===== config.mk =====
export PLATFORM = sky130hd
export DESIGN_NAME = nearest_centroid_select
export DESIGN_NICKNAME = d
export VERILOG_FILES = /design/src/rtl/nearest_centroid_select.sv
export SDC_FILE = /design/constraint.sdc
export NUM_CORES = 1
export LEC_CHECK = 0
export ABC_AREA = 1
export ABC_CLOCK_PERIOD_IN_PS = 3240
export BUFFER_PORTS_ARGS = -buffer_cell sky130_fd_sc_hd__buf_2
export CAP_MARGIN = 20
export CORE_UTILIZATION = 55
export CTS_BUF_LIST = sky130_fd_sc_hd__clkbuf_16
export DETAILED_ROUTE_END_ITERATION = 8
export PLACE_DENSITY = 0.76
export SYNTH_ARGS = -nofsm -noshare
export SYNTH_HDL_FRONTEND = slang
export SYNTH_SLANG_ARGS = --single-unit

===== constraint.sdc =====
create_clock -name select_clk -period 3.24 [get_ports select_clk]
set_input_delay 0.648 -clock select_clk [delete_from_list [all_inputs] [get_ports select_clk]]
set_output_delay 0.648 -clock select_clk [all_outputs]
set_load 0.005 [all_outputs]

===== src/rtl/nearest_centroid_select.sv =====
// Nearest-centroid selector: takes K distances per point, emits the argmin label and keeps
// per-cluster membership counts and coordinate sums for the centroid-update stage.
module nearest_centroid_select #(
    parameter int unsigned K       = 4,
    parameter int unsigned IDX_W   = 2,
    parameter int unsigned DIST_W  = 32,
    parameter int unsigned COORD_W = 10,
    parameter int unsigned CNT_W   = 16,
    parameter int unsigned SUM_W   = 26
) (
    input  logic               select_clk,
    input  logic               select_rst,
    input  logic               start,
    input  logic [COORD_W-1:0] point_x,
    input  logic [COORD_W-1:0] point_y,
    input  logic               dist_valid,
    input  logic [DIST_W-1:0]  dist_in,
    output logic               dist_ready,
    output logic [IDX_W-1:0]   label,
    output logic               label_valid,
    output logic               busy,
    input  logic               acc_clear,
    input  logic [IDX_W-1:0]   rd_idx,
    output logic [CNT_W-1:0]   rd_count,
    output logic [SUM_W-1:0]   rd_sum_x,
    output logic [SUM_W-1:0]   rd_sum_y,
    output logic               overflow
);

    typedef enum logic [1:0] {
        StIdle    = 2'd0,
        StCollect = 2'd1,
        StUpdate  = 2'd2,
        StDone    = 2'd3
    } state_e;

    state_e               state_q, state_d;
    logic [DIST_W-1:0]    best_dist_q, best_dist_d;
    logic [IDX_W-1:0]     best_idx_q, best_idx_d;
    logic [IDX_W-1:0]     cnt_k_q, cnt_k_d;
    logic [COORD_W-1:0]   px_q, px_d;
    logic [COORD_W-1:0]   py_q, py_d;
    logic [IDX_W-1:0]     label_q, label_d;
    logic                 label_valid_q, label_valid_d;
    logic                 overflow_q, overflow_d;
    logic [CNT_W-1:0]     count_q [K];
    logic [CNT_W-1:0]     count_d [K];
    logic [SUM_W-1:0]     sum_x_q [K];
    logic [SUM_W-1:0]     sum_x_d [K];
    logic [SUM_W-1:0]     sum_y_q [K];
    logic [SUM_W-1:0]     sum_y_d [K];

    always_comb begin
        state_d       = state_q;
        best_dist_d   = best_dist_q;
        best_idx_d    = best_idx_q;
        cnt_k_d       = cnt_k_q;
        px_d          = px_q;
        py_d          = py_q;
        label_d       = label_q;
        label_valid_d = 1'b0;
        overflow_d    = overflow_q;
        count_d       = count_q;
        sum_x_d       = sum_x_q;
        sum_y_d       = sum_y_q;

        unique case (state_q)
            StIdle: begin
                // Clear wins over start so a same-cycle start cannot see stale sums.
                if (acc_clear) begin
                    for (int i = 0; i < int'(K); i++) begin
                        count_d[i] = '0;
                        sum_x_d[i] = '0;
                        sum_y_d[i] = '0;
                    end
                    overflow_d = 1'b0;
                end else if (start) begin
                    px_d        = point_x;
                    py_d        = point_y;
                    best_dist_d = '1;
                    best_idx_d  = '0;
                    cnt_k_d     = '0;
                    state_d     = StCollect;
                end
            end
            StCollect: begin
                if (dist_valid) begin
                    // Strict compare keeps the lowest index on ties.
                    if (dist_in < best_dist_q) begin
                        best_dist_d = dist_in;
                        best_idx_d  = cnt_k_q;
                    end
                    cnt_k_d = cnt_k_q + 1'b1;
                    if (cnt_k_q == IDX_W'(K - 1)) begin
                        state_d = StUpdate;
                    end
                end
            end
            StUpdate: begin
                if (count_q[best_idx_q] == '1) begin
                    overflow_d = 1'b1;
                end else begin
                    count_d[best_idx_q] = count_q[best_idx_q] + 1'b1;
                    sum_x_d[best_idx_q] = sum_x_q[best_idx_q] + SUM_W'(px_q);
                    sum_y_d[best_idx_q] = sum_y_q[best_idx_q] + SUM_W'(py_q);
                end
                // Label and its valid are registered on entry to DONE so they appear together.
                label_d       = best_idx_q;
                label_valid_d = 1'b1;
                state_d       = StDone;
            end
            StDone: begin
                state_d = StIdle;
            end
            default: begin
                state_d = StIdle;
            end
        endcase
    end

    always_ff @(posedge select_clk or negedge select_rst) begin
        if (!select_rst) begin
            state_q       <= StIdle;
            best_dist_q   <= '0;
            best_idx_q    <= '0;
            cnt_k_q       <= '0;
            px_q          <= '0;
            py_q          <= '0;
            label_q       <= '0;
            label_valid_q <= 1'b0;
            overflow_q    <= 1'b0;
            count_q       <= '{default: '0};
            sum_x_q       <= '{default: '0};
            sum_y_q       <= '{default: '0};
        end else begin
            state_q       <= state_d;
            best_dist_q   <= best_dist_d;
            best_idx_q    <= best_idx_d;
            cnt_k_q       <= cnt_k_d;
            px_q          <= px_d;
            py_q          <= py_d;
            label_q       <= label_d;
            label_valid_q <= label_valid_d;
            overflow_q    <= overflow_d;
            count_q       <= count_d;
            sum_x_q       <= sum_x_d;
            sum_y_q       <= sum_y_d;
        end
    end

    assign dist_ready  = (state_q == StCollect);
    assign busy        = (state_q != StIdle);
    assign label       = label_q;
    assign label_valid = label_valid_q;
    assign overflow    = overflow_q;
    assign rd_count    = count_q[rd_idx];
    assign rd_sum_x    = sum_x_q[rd_idx];
    assign rd_sum_y    = sum_y_q[rd_idx];

endmodule


---- Yosys cells after proc, flatten, opt, wreduce, memory -nomap -nowiden ----
Cells that the tools add are included.
word-level totals
  logic and storage cells ................. 110
  flip-flop bits (word level) ............. 334
  input bits .............................. 59
  output and inout bits ................... 74
cells by class
  multiplexer cells ....................... 54
  order comparisons ....................... 4
  add/subtract/negate cells ............... 4
  reductions and logical operators ........ 11
  bitwise gates (word level) .............. 3
  equality and inequality tests ........... 13
operators by type and width
  cell                     number
  $pmux W104 S2            2
  $mux W104                3
  $mux W26                 9
  $bmux W26 S2             4
  $bwmux W104              2
  $mux W32                 4
  $mux W64                 2
  $pmux W64 S2             1
  $mux W16                 5
  $bmux W16 S2             2
  $bwmux W64               1
  $pmux W32 S2             1
  $add A26 B10 Y26         2
  $demux W26 S2            1
  $demux W16 S2            1
  $lt A32 B32 Y1           1
  $mux W2                  9
  $add A16 B1 Y16 const B  1
  $eq A16 B16 Y1 const B   1
  $ne A2 B2 Y1 const B     6
  $reduce_and A3 Y1        3
  $pmux W2 S2              2
  $pmux W2 S4              1
  $reduce_and A4 Y1        2
  other kinds (14)         23

---- Depth between registers and ports, before layout ----
Gate-level depths: netlist of run 1.
  word-level depth ........................ 8
  mapped depth ............................ 24

---- Least setup slack after synthesis of run 1 ----
No wires, ideal clock.
  kind .................................... register to register
  start point ............................. register best_idx_q[0]
  end point ............................... register sum_x_q[20] in the netlist's numbering
  path buffers ............................ 4
  stages on the path, launching flop included .. 20
  clock period less this slack ............ 3.562 ns
  setup slack ............................. -0.322 ns
  data required time ...................... 3.175 ns
  library setup time ...................... 0.065 ns
  arrival time ............................ 3.497 ns
  cells stage by stage .................... dfrtp_1 -> nor2_1 -> buf_4 -> clkbuf_1 -> clkbuf_1 -> clkbuf_1 -> a22oi_1 -> nand2_1 -> ha_1 -> inv_1 -> fa_1 -> inv_1 -> nand3_1 -> nand3_1 -> nand2_1 -> nor2_1 -> nand2_1 -> xor2_1 -> nand2_1 -> nand2_1
between the ends
  cells in the longest elaborated chain, start to end .. 8
  elaborated cells between the ends (all ways) .. 19
RTL lines
  what                                                                          RTL line  text
  start, declared                                                               39        logic [IDX_W-1:0] best_idx_q, best_idx_d;
  start signal, assigned                                                        138       best_idx_q <= best_idx_d;
  $not A2 Y3 (implied by the code) *                                            100, 104
  $bmux W26 S2 (tied with other cells)                                          104       sum_x_d[best_idx_q] = sum_x_q[best_idx_q] + SUM_W'(px_q);
  $mux W26 (implied by the code) / $logic_and A1 B1 Y1 (equally long branches)  104
  $mux W26 (implied by the code)                                                104
  $add A26 B10 Y26 / $demux W26 S2 (equally long branches)                      104
  $bwmux W104                                                                   104
  $mux W104                                                                     100       if (count_q[best_idx_q] == '1) begin
  $pmux W104 S2                                                                 67        unique case (state_q)
  end signal, assigned                                                          146       sum_x_q <= sum_x_d;
  end, declared                                                                 48        logic [SUM_W-1:0] sum_x_q [K];
Mark *: on every way between the ends. The rest lies on a longest branch, timed or not. The select of a mux whose other input is x is not followed.
A chain may end at the register's enable or synchronous reset.

---- Worst setup path after layout of run 1 ----
  start point ............................. register best_idx_q[0]
  end point ............................... register sum_x_q[83] in the netlist's numbering
The elaborated chain is that of the path after synthesis.

==> results.cfg, run 1 <==
[outcome]
outcome = complete, no violations

[power_and_ir_drop]
p_switching_uw = 7170
netSwitchingFraction = 0.437
irDropWorstVdd_mv = 0.666
clkPwrFrac = 0.237
leakage_uw = 0.0114
power.density_nw_per_um2 = 736
total_power_uw = 16400
power_frac_seq = 0.316
internal-power_uw = 9240
comb_power_share = 0.447

[flow_run]
drv_cap = 0

[routing]
drt-initial-drc-count = 2023
wl_per_cell_um = 18.6
antenna_left = 0
dr_wl_met3_um = 6410
via_count = 19587
vias_per_cell = 5.90
wirelength_um = 61800
drt-met1-wl_um = 24700
firstDrtPassIters = 6
dr_wl_met2_um = 28400
remaining_drc_errors = 0
top_layer = met4

[timing]
maxSlewHeadroom = 0.509
setup_viol = 0
worst_pin_slew_ns = 0.737
max_freq_mhz = 330
hold_viol = 0
rsz0062_at_grt = false
finalMaxSlewViolations = 0
skew_ns = 0.0161
timing.final.crit_share = 0.935
fin_crit_ns = 3.03
finalSetupTns_ns = 0

[place]
port_buffers = 132
hpwl_um = 40300
place_inst = 3249
place.gp.congestion = 0.940

[worst_setup_path]
slowest_stage = dfrtp_2
startpoint_type = flop
crit_arrival_ns = 3.47
worstRegToRegCells = 15
ff2ff_setup_slack_ns = 0.21
cpMostUsedCell = nand2_1
path_cells = inv_2 > buf_6 > nand2_1 > buf_4 > o21ai_0 > inv_1 > nand2_1 > ha_1 > nand3_2 > nor2_4 > nand4_4 > nand3_2 > buf_4 > nand2_1 > o21ai_0
critPathMaxFanout = 19
endpoint_kind = flop
slowest_delay_ns = 0.47
cp.required_ns = 3.68
path_class = reg -> reg

[yosys]
ys_warn_count = 0
avgSynthCellArea_um2 = 7.25
ys_seq_area_frac = 0.424
yosysTopAreaCellShare = 0.424
ys_types = 46
synth_cells = 2719
synth_seq_cells = 334
yosysTopAreaCell = dfrtp_1
syn_area_um2 = 19700
synthTopCellsByArea = dfrtp_1, nand2_1, o21ai_0, nor2_1, ha_1
synthesis.nets = 2836

[cts]
cts_buffers = 37
cts.sinks = 334
root_buffer = clkbuf_16
clkLatencyLatePin_ns = 0.54
htree_levels = 2
clk_transition_reported_paths_ns = 0.06
hold_buffers = 0
clockBufferDepth = 3
cts_tree = yes

[finish]
drive_gt1_frac = 0.137
nets = 2958
fin_cells = 3322
syn_to_final_growth_pct = 13.0
n_fill_cell = 3076

[floorplan]
start_util = 0.565
die_w_um = 191
die_y_um = 191
rows = 68
pin_count = 133
coreArea_um2 = 34900
die-area_um2 = 36600

[grt]
grt_max_degree = 79
grt.total_usage = 0.343
overflow = 0
grt_pass1_wl_um = 98700
grt_pass1_vias = 18814
antenna_found_initial = 1

[min_path]
hold_path_class = in -> async
-- registers in the layout, summed over array words and instances, names as in the netlist, 2 cells and up --
signal / cells
best_dist_q: 32
label: 2
count_q: 64
cnt_k_q: 2
sum_x_q: 104
py_q: 10
px_q: 10
sum_y_q: 104
best_idx_q: 2
state_q: 2
-- placed cells by master, fill, tap and decap left out, types with 2 or more instances in the layout --
master	instances
a21o_1	3
a21oi_1	63
a22oi_1	34
a31oi_1	3
buf_12	17
buf_2	130
buf_4	79
buf_6	3
clkbuf_16	39
clkinv_1	7
clkinv_2	7
dfrtp_1	332
dfrtp_2	2
ha_1	56
inv_1	156
inv_2	5
inv_4	2
mux2_2	18
nand2_1	1031
nand2_2	17
nand3_1	113
nand3_2	8
nand3_4	3
nand3b_1	3
nand4_1	11
nor2_1	215
nor2_2	12
nor2_4	4
nor3_1	6
o21ai_0	318
o21ai_1	29
o22ai_1	52
or2_2	31
xnor2_1	9
xor2_1	27
xor2_2	3
-- logic make-up (layout without fill, tap and decap cells) --
kind of cell / count (synthesis) / after routing / share of synthesized area
simple gates: 1459 / 1459 / 0.301
compound gates: 509 / 509 / 0.139
flops: 334 / 334 / 0.424
buf+inv: 301 / 448 / 0.0696
fa+ha+maj: 58 / 58 / 0.0376
xor+xnor: 40 / 40 / 0.0185
mux: 18 / 18 / 0.0103
other cells: 0 / 1 / 0
-- metal layers --
layer,vias up,global-route usage
met1,9222,0.455
li1,9036,-
met2,1135,0.556
met5,-,0
met3,194,0.0600
met4,0,0.137
-- power by group through the flow --
| stage | Sequential, uW | Combinational [uW] | Clock, uW |
|---|---|---|---|
| 2_1_floorplan | 5080 | 4670 | 0 |
| 4_1_cts | 5170 | 7080 | 3940 |
| 5_1_grt | 5230 | 7910 | 4100 |
| 3_3_place_gp | 5210 | 6890 | 0 |
| 3_5_place_dp | 5240 | 7030 | 0 |
| 6_report | 5180 | 7340 | 3890 |
-- worst max-delay path, delay by kind of cell, from the launching register on --
family	cells	cell delay (ns)
AO/OA/AOI/OAI	2	0.29
adder cells (fa/ha/maj)	1	0.22
buffers and inverters	5	0.87
AND/OR/NAND/NOR	7	1.07
flip-flops	1	0.47
-- area by class of cell --
| class | instances | area [um2] | share of cell area |
|---|---|---|---|
| Clock inverter | 25 | 111 | 0.00500 |
| Sequential cell | 334 | 8360 | 0.375 |
| Clock buffer | 39 | 976 | 0.0438 |
| Tap cell | 455 | 569 | 0.0256 |
| Antenna cell | 1 | 2.50 | 0.000112 |
| Timing Repair Buffer | 230 | 1630 | 0.0733 |
| Inverter | 154 | 583 | 0.0262 |
| Multi-Input combinational cell | 2084 | 10000 | 0.451 |
-- synthesized netlist by cell type (all sizes together) --
cell type	n
nor3b	1
xnor2	10
o21ai	348
ha	56
and3	1
a31o	1
or2	31
o22ai	52
nand3	124
inv	153
nand4	13
nand3b	3
mux2	18
a21o	3
nor2	231
a22oi	34
clkinv	1
nor3	6
xor2	30
a221oi	2
a31oi	3
dfrtp	334
nand2	1048
and2	1
o21bai	1
clkbuf	67
a21oi	65
fa	2
buf	80
-- worst paths after layout --
kind / start / endpoint
max in group asynchronous: select_rst / state_q[0]$_DFFE_PN0P_
max: best_idx_q[0]$_DFFE_PN0P_ / sum_x_q[83]$_DFFE_PN0P_
max reg2reg: best_idx_q[0]$_DFFE_PN0P_ / sum_x_q[83]$_DFFE_PN0P_
min: select_rst / count_q[4]$_DFFE_PN0P_
min reg2reg: best_dist_q[19]$_DFFE_PN0P_ / best_dist_q[19]$_DFFE_PN0P_
min in group select_clk: point_y[7] / py_q[7]$_DFFE_PN0P_
-- per-stage QoR --
step	area [um2]	utilization	setup slack, ns	hold slack [ns]
2_1_floorplan	19700	-	0.00437	0.352
3_3_place_gp	21100	0.604	0.0900	0.453
3_5_place_dp	21100	0.604	0.0455	0.459
4_1_cts	22200	0.636	0.0607	0.0335
5_1_grt	22300	0.639	0.00339	0.0492
6_report	22300	0.639	0.211	0.0279
-- timing repair --
| action | in CTS | in global routing |
|---|---|---|
| resized for setup | 1 | 16 |
| pin swaps | 0 | 3 |
| setup buffers | 0 | 8 |
| setup endpoints to repair | 3 | 189 |
(Power assumes the default switching activity.)
==> inputs of run 2 (changes only) <==
REMOVE_ABC_BUFFERS = 1   (was default)
SLEW_MARGIN = 40   (was default)
==> results.cfg, run 2 (same netlist as run 1, synthesis figures left out) <==
[timing]
finalMaxSlewViolations = 0
max_freq_mhz = 319
finalSetupTns_ns = 0
timing.final.crit_share = 0.969
maxSlewHeadroom = 0.516
worst_pin_slew_ns = 0.725
setup_viol = 0
hold_viol = 0
skew_ns = 0.0155
fin_crit_ns = 3.14

[cts]
clkLatencyLatePin_ns = 0.54
clk_transition_reported_paths_ns = 0.06
cts_buffers = 38
cts_tree = yes
root_buffer = clkbuf_16
clockBufferDepth = 3
cts.sinks = 334
htree_levels = 2

[finish]
final_core_util = 0.646
layout_commonest_cell = nand2_1
fin_cells = 3327
drive_gt1_frac = 0.140
syn_to_final_growth_pct = 14.2
reg_top3 = sum_x_q: 104 flops, sum_y_q: 104 flops, count_q: 64 flops
stdcell_area_um2 = 22500
insertedDiodeCount = 0
mostFrequentLayoutCells = nand2_1, dfrtp_1, o21ai_0
nets = 2959
n_fill_cell = 3037

[grt]
grt_max_degree = 71
antenna_found_initial = 1
grt.total_usage = 0.339
grt_pass1_vias = 18836
overflow = 0
grt_pass1_wl_um = 98000

[outcome]
outcome = complete, no violations

[worst_setup_path]
endpoint_kind = flop
path_class = reg -> reg
crit_arrival_ns = 3.59
critPathMaxFanout = 28
cp.required_ns = 3.69
startpoint_type = flop

[place]
port_buffers = 132
hpwl_um = 40100
post_dp_cell_area_um2 = 21000
place.gp.congestion = 0.955
place_inst = 3243

[flow_run]
drv_cap = 0

[routing]
antenna_left = 0
vias_per_cell = 5.88
firstDrtPassIters = 6
drt-initial-drc-count = 1801
wl_per_cell_um = 18.7
remaining_drc_errors = 0
via_count = 19552
wirelength_um = 62200

[min_path]
hold_path_class = in -> async

[power_and_ir_drop]
leakage_uw = 0.0115
irDropWorstVdd_mv = 0.716
power.density_nw_per_um2 = 757

[floorplan]
die-area_um2 = 36600
pin_count = 133
die_y_um = 191
start_util = 0.565
rows = 68
coreArea_um2 = 34900
die_w_um = 191
==> run 2: changes by cell type in the layout (fill, tap and decap cells not counted), sizes merged <==
cell and delta:
buf -1, bufinv +4, clkbuf +3, clkinv +3, clkinvlp +3, diode -1, inv -6
==> run 2: critical path: stages (launching register included) <==
cell,delay (ns)
dfrtp_2,0.48
inv_4,0.11
buf_6,0.28
nand2_1,0.15
o21ai_0,0.25
inv_1,0.07
nand2_1,0.10
ha_1,0.21
nand3_2,0.15
nor2_4,0.22
nand4_4,0.26
nand3_2,0.27
clkbuf_16,0.27
nand2_1,0.09
o21ai_1,0.10
==> run 2: report_power, final <==
| part | switching (uW) | total (uW) | internal, uW |
|---|---|---|---|
| logic | 5090 | 7450 | 2370 |
| clock network | 1800 | 4410 | 2610 |
| registers | 421 | 5180 | 4760 |
==> run 2: timing repair <==
item / in CTS / in global routing
setup endpoints to repair: 0 / 248
resized for setup: 0 / 21
hold buffers: 0 / 0
buffers inserted: 0 / 13
==> run 2: layout make-up <==
cell class | count | area [um2] | area share
inverter | 154 | 586 | 0.0260
clock inverter | 29 | 245 | 0.0109
timing repair buffer | 230 | 1670 | 0.0740
clock buffer | 41 | 1030 | 0.0456
tap | 455 | 569 | 0.0253
multi-input combinational | 2084 | 10100 | 0.447
sequential | 334 | 8360 | 0.371
==> run 2: per-layer routing <==
layer  GRT usage  part of all wire  up-vias
li1            -                 -     9041
met1       0.441              0.39     9213
met2       0.554              0.46     1101
met3      0.0687              0.11      195
met4       0.136             0.038        2
met5           0           0.00021        -
==> run 2: per-stage QoR <==
| step | setup WS, ns | hold WS, ns | total power, uW |
|---|---|---|---|
| 2_1_floorplan | -1.62 | 0.352 | 9080 |
| 3_3_place_gp | 0.137 | 0.453 | 12100 |
| 3_5_place_dp | 0.0642 | 0.458 | 12200 |
| 4_1_cts | 0.0322 | 0.0951 | 16700 |
| 5_1_grt | -0.0282 | 0.126 | 17800 |
| 6_report | 0.101 | 0.0627 | 17000 |
==> run 2: final timing paths <==
kind / startpoint / end / slack [ns] / cells past startpoint
max: best_idx_q[0]$_DFFE_PN0P_ / sum_x_q[22]$_DFFE_PN0P_ / 0.10 / 14
min: select_rst / count_q[50]$_DFFE_PN0P_ / 0.06 / 1
max reg2reg: best_idx_q[0]$_DFFE_PN0P_ / sum_x_q[22]$_DFFE_PN0P_ / 0.10 / 14
min reg2reg: best_dist_q[24]$_DFFE_PN0P_ / best_dist_q[24]$_DFFE_PN0P_ / 0.47 / 2
max in group asynchronous: select_rst / sum_y_q[15]$_DFFE_PN0P_ / 2.34 / 2
min in group select_clk: point_x[7] / px_q[7]$_DFFE_PN0P_ / 0.33 / 2
